**src/rtl/deserializer.sv**
```systemverilog
// Serial-to-byte receiver: start bit 1, 8 data bits LSB first, stop bit 0, valid/ack holding register.
// Optional `DESERIALIZER_INPUT_SYNC_EN adds a two-flop rxd synchronizer (+2 cycles rxd latency).
module deserializer (
  input  logic       clk,
  input  logic       rst,
  input  logic       rxd,
  input  logic       ack,
  output logic [7:0] data,
  output logic       valid,
  output logic       frame_err,
  output logic       overrun,
  output logic       busy
);

  typedef enum logic [1:0] {IDLE, DATA, STOP} state_t;

  state_t     state, state_nxt;
  logic       rxd_s;
  logic [7:0] shreg;
  logic [2:0] cnt;
  logic       good, bad, shift_en, cnt_clr;
  logic       take, ackd;

`ifdef DESERIALIZER_INPUT_SYNC_EN
  logic rxd_p0, rxd_p1;

  // Stage p0/p1: synchronizer flops ahead of the FSM
  always_ff @(posedge clk) begin
    if (rst) begin
      rxd_p0 <= 1'b0;
      rxd_p1 <= 1'b0;
    end else begin
      rxd_p0 <= rxd;
      rxd_p1 <= rxd_p0;
    end
  end
  assign rxd_s = rxd_p1;
`else
  assign rxd_s = rxd;
`endif

  always_comb begin
    state_nxt = state;
    good      = 1'b0;
    bad       = 1'b0;
    shift_en  = 1'b0;
    cnt_clr   = 1'b0;
    unique case (state)
      IDLE: begin
        if (rxd_s) begin
          state_nxt = DATA;
          cnt_clr   = 1'b1;
        end
      end
      DATA: begin
        shift_en = 1'b1;
        if (cnt == 3'd7) state_nxt = STOP;
      end
      STOP: begin
        // A 1 here is a framing error, not a new start bit
        state_nxt = IDLE;
        if (rxd_s) bad  = 1'b1;
        else       good = 1'b1;
      end
      default: state_nxt = IDLE;
    endcase
  end

  assign ackd = valid & ack;
  assign take = good & (~valid | ack);

  always_ff @(posedge clk) begin
    if (rst) begin
      state     <= IDLE;
      cnt       <= 3'd0;
      shreg     <= 8'h00;
      data      <= 8'h00;
      valid     <= 1'b0;
      frame_err <= 1'b0;
      overrun   <= 1'b0;
      busy      <= 1'b0;
    end else begin
      state     <= state_nxt;
      busy      <= (state_nxt != IDLE);
      frame_err <= bad;
      if (cnt_clr)       cnt <= 3'd0;
      else if (shift_en) cnt <= cnt + 3'd1;
      if (shift_en) shreg <= {rxd_s, shreg[7:1]};
      if (take) data <= shreg;
      // A load in the same cycle as ack keeps valid high with the new byte
      if (take)      valid <= 1'b1;
      else if (ackd) valid <= 1'b0;
      if (good & valid & ~ack) overrun <= 1'b1;
      else if (ackd)           overrun <= 1'b0;
    end
  end

endmodule

```
**config.mk**
```make
export PLATFORM = sky130hd
export DESIGN_NAME = deserializer
export DESIGN_NICKNAME = d
export VERILOG_FILES = /design/src/rtl/deserializer.sv
export SDC_FILE = /design/constraint.sdc
export NUM_CORES = 1
export LEC_CHECK = 0
export BUFFER_PORTS_ARGS = -buffer_cell sky130_fd_sc_hd__buf_2
export CAP_MARGIN = 20
export CORE_MARGIN = 1.5
export CORE_UTILIZATION = 50
export CTS_CLUSTER_DIAMETER = 40
export CTS_CLUSTER_SIZE = 8
export DETAILED_ROUTE_END_ITERATION = 6
export PLACE_DENSITY = 0.72
export SLEW_MARGIN = 25
export SYNTH_ARGS = -nofsm -noshare
export SYNTH_HDL_FRONTEND = slang
export SYNTH_SLANG_ARGS = --single-unit
```
**constraint.sdc**
```tcl
create_clock -name clk -period 1.39 [get_ports clk]
set_input_delay 0.278 -clock clk [delete_from_list [all_inputs] [get_ports clk]]
set_output_delay 0.278 -clock clk [all_outputs]
set_load 0.02 [all_outputs]
```
-- After elaboration in Yosys (flattened, before gate mapping)
Index checks and enable logic that the tools add are counted.
- $add $sub $neg: 1
- equal/unequal tests: 3
- muxes and demuxes: 11
- bitwise logic cells: 8
- reductions and logical operators: 6
- operators with widths (operator ; count):
    2-to-1 mux 1 bit ; 8
    nonzero test 2 bit ; 3
    bitwise AND 1 bit ; 4
    2-to-1 mux 2 bit ; 2
    case mux 2 bit (2 select lines) ; 1
    OR reduction 2 bit ; 2
    adder 3 x 1 -> 3 bit, second input constant ; 1
    == test 3 bit, second input constant ; 1
    inverter 1 bit ; 3
    == test 2 x 1 -> 1 bit, second input constant ; 1
    == test 2 bit, second input constant ; 1
    zero test 2 bit ; 1
    bitwise OR 1 bit ; 1
- flip-flop bits (word level): 25
- bits of input ports: 4
- output and inout port bits: 12

-- Longest topological paths before layout
- depth after elaboration: 5
- gate-level depth with buffers: 5

-- Least setup slack after synthesis
No wires, ideal clock.
- kind: reg-to-reg
- start point: register valid
- end point: register data[6]
- data arrival time: 1.191 ns
- path slack: 0.131 ns
- stages on the path, launching flop included: 6
- path buffers: 2
- period minus slack after synthesis: 1.259 ns
- cell sequence: dfxtp_1 nand2b_1 buf_2 buf_4 a21bo_2 a21oi_2
- cells in the longest elaborated chain, start to end: 3
- RTL lines (element ; line ; RTL):
    start, declared ; 9 ; output logic valid,
    start signal, assigned ; 78 ; valid <= 1'b0;
    start signal, assigned ; 91 ; if (take) valid <= 1'b1;
    start signal, assigned ; 92 ; else if (ackd) valid <= 1'b0;
    inverter 1 bit ; 70 ; assign take = good & (~valid | ack);
    bitwise OR 1 bit ; 70 ;
    bitwise AND 1 bit ; 70 ;
    end signal, assigned ; 89 ; if (take) data <= shreg;
    end, declared ; 8 ; output logic [7:0] data,
Every way passes these cells.
A chain may end at the register's enable or synchronous reset.

-- Worst setup path in the final report
- start point: register valid
- end point: output port valid
No word-level cell between the ends.

==> flow_summary.yaml <==
finish:
  final_cell_mix: "dfxtp_1, nand2_1, buf_2"
  multi_input_area_um2: 467
  final_common_cell: "dfxtp_1"
  fin_nets: 122
  diodes: 0
  fillers: 178
  layout-drive-gt1-share_pct: 36.5
  area_delta_synth_final_pct: 12.0
  fin_area_um2: 1130
  seqCellArea_um2: 500
pwr:
  p_clk_share_pct: 29.4
  peakVddDrop_mv: 0.512
  p_int_uw: 851
  p_per_area_nw_per_um2: 985
  switching_power_uw: 265
  netSwitchingFraction_pct: 23.8
  p_leak_uw: 0.000427
  combinationalPowerShare_pct: 4.7
  p_seq_share_pct: 65.9
synth:
  synth_compound_area_share_pct: 24.4
  synth_largest_area_cell: "dfxtp_1"
  ys.warnings.count: 0
  synth_area_um2: 1010
  synth_cells: 102
  syn_area_per_cell_um2: 9.92
  syn_nets: 108
  ys_ff_latch: 25
  synthXorXnorAreaFrac_pct: 0
  synth_top_family_by_area: "compound AO/OA/AOI/OAI gates"
  synth.yosys.seq_area_share_pct: 49.4
  synth_top_cell_area_share_pct: 49.4
  synth_area_leaders: "dfxtp_1, a21bo_2, a21oi_2, nand2_1, a21oi_1"
  synthAdderAreaFrac_pct: 2.47
  ys_types: 24
  synthSimpleGateAreaFrac_pct: 18.3
  synth_mux_area_share_pct: 0.989
routing:
  via_count: 719
  vias_per_cell: 5.06
  drc: 0
  antenna_left: 0
  first_pass_iters: 4
  avgRoutedWirePerCell_um: 11.5
  routed_wl_um: 1630
  drt-initial-drc-count: 9
global_route:
  gr-total-overflow: 0
  grt_pass1_wl_um: 2630
  grtUsageTotal_pct: 16.7
  grtUsageMet1_pct: 21.2
  antenna_found_initial: 0
  grt_pass1_vias: 611
  grt_use_met2_pct: 26.7
  grt_use_met3_pct: 4.53
  grt_max_degree: 26
  grt.busiest_layer: "met2"
sta:
  period_share_pct: 86.3
  finalCriticalPeriod_ps: 1200
  rsz0062_at_grt: "no"
  layout_setup_ws_ps: 190
  finalMaxSlewViolations: 0
  final.setup.tns_ps: 0
  tightest_slew_ps: 527
  hold_violations: 0
  fmax_mhz: 833
  slew_headroom_pct: 64.8
  finalSetupViolCount: 0
  skew_ps: 6.92
clock_tree:
  cts.path.max_buffers: 2
  root_buffer: "clkbuf_4"
  clock_latency_ps: 310
  cts.repair.resized: 0
  holdBufCountCts: 0
  post_cts_buffers: 0
  h-tree-depth: 1
  cts_buffers: 3
  path_clk_slew_ps: 130
  cts_tree: "built"
  clock_sinks: 25
critical_path:
  crit_family: "flip-flops"
  cp.buffers_inverters: 1
  critPathLaunchType: "register"
  cp_max_fo: 4
  regToRegStartpoint: "state[0]"
  critPathLaunch: "valid"
  path_class: "register to output pin"
  slowest_stage: "dfxtp_1"
  path_cells: "buf_2"
  cp.arrival_ps: 920
  crit_required_ps: 1110
  max_stage_delay_ps: 420
  critPathCaptureType: "output pin"
floorplanning:
  fp.coreArea_um2: 1940
  die_y_um: 48.0
  ioPinCount: 16
  die_width_um: 48.0
  start_util_pct: 52.1
  die_area_um2: 2300
  rows: 16
place:
  postPlaceCellArea_um2: 1100
  port_buffers: 15
  gp_congestion: 0.699
  pre_cts_ws_ps: 211
  hpwl_um: 1130
min_path:
  hp-start: "ack"
  hold_path.class: "primary input to register"
status:
  outcome: "finished clean"
flow_run:
  max_cap_viol_count: 0
==> final cells by class <==
cell class              instances  area share, %
clock inverters                 1          0.662
clock buffers                   3           1.99
flip-flops and latches         25           44.2
repair buffers                 17           9.05
multi-input cells              69           41.2
well taps                      27           2.98
==> kinds of logic (layout without fill, tap and decap cells) <==
family | count (synthesis) | after routing
flops | 25 | 25
compound gates | 31 | 31
fa+ha+maj | 2 | 2
mux | 1 | 1
simple gates | 35 | 35
buf+inv | 8 | 21
==> metrics by stage <==
stage	power, uW	hold WS (ps)	util, %	cells
2_1_floorplan	790	373	-	102
3_3_place_gp	803	444	56.8	138
3_5_place_dp	805	460	56.8	138
4_1_cts	1130	137	58.4	142
5_1_grt	1170	145	58.4	142
6_report	1120	145	58.4	142
==> registers in the layout (all words and copies together), names as in the netlist <==
register and flops:
data 8, frame_err 1, state 2, cnt 3, valid 1, shreg 8
busy 1, overrun 1
==> layer usage <==
metal	wire length [um]	vias up
met3	41	2
met4	12	0
li1	-	377
met2	759	9
met5	0	-
met1	816	331
==> synth_stat cells <==
library cell / number
nor3b_4: 1
a22oi_1: 2
nand3_2: 1
and2b_1: 1
a21oi_2: 9
or3b_2: 1
clkbuf_1: 3
a21oi_1: 9
o21bai_1: 1
nor3b_1: 1
a211oi_2: 1
nand2_1: 16
buf_4: 1
a21bo_2: 8
buf_6: 1
a211oi_1: 1
ha_1: 2
mux2i_1: 1
nand2b_1: 2
dfxtp_1: 25
nor2_1: 4
nand3_1: 7
nor4bb_1: 1
buf_2: 3
==> worst paths after layout <==
path	to	slack (ps)	cells past startpoint
setup / recovery	valid	190	1
hold / removal	overrun	140	2
setup reg to reg	shreg[7]	210	3
hold reg to reg	shreg[0]	480	2
==> power groups by stage <==
stage	Sequential, uW	Combinational [uW]	Clock [uW]
2_1_floorplan	752	38.1	0
3_3_place_gp	751	51.8	0
3_5_place_dp	752	52.8	0
4_1_cts	736	52.8	336
5_1_grt	738	60.5	367
6_report	736	52.5	328
(Power assumes the default switching activity.)
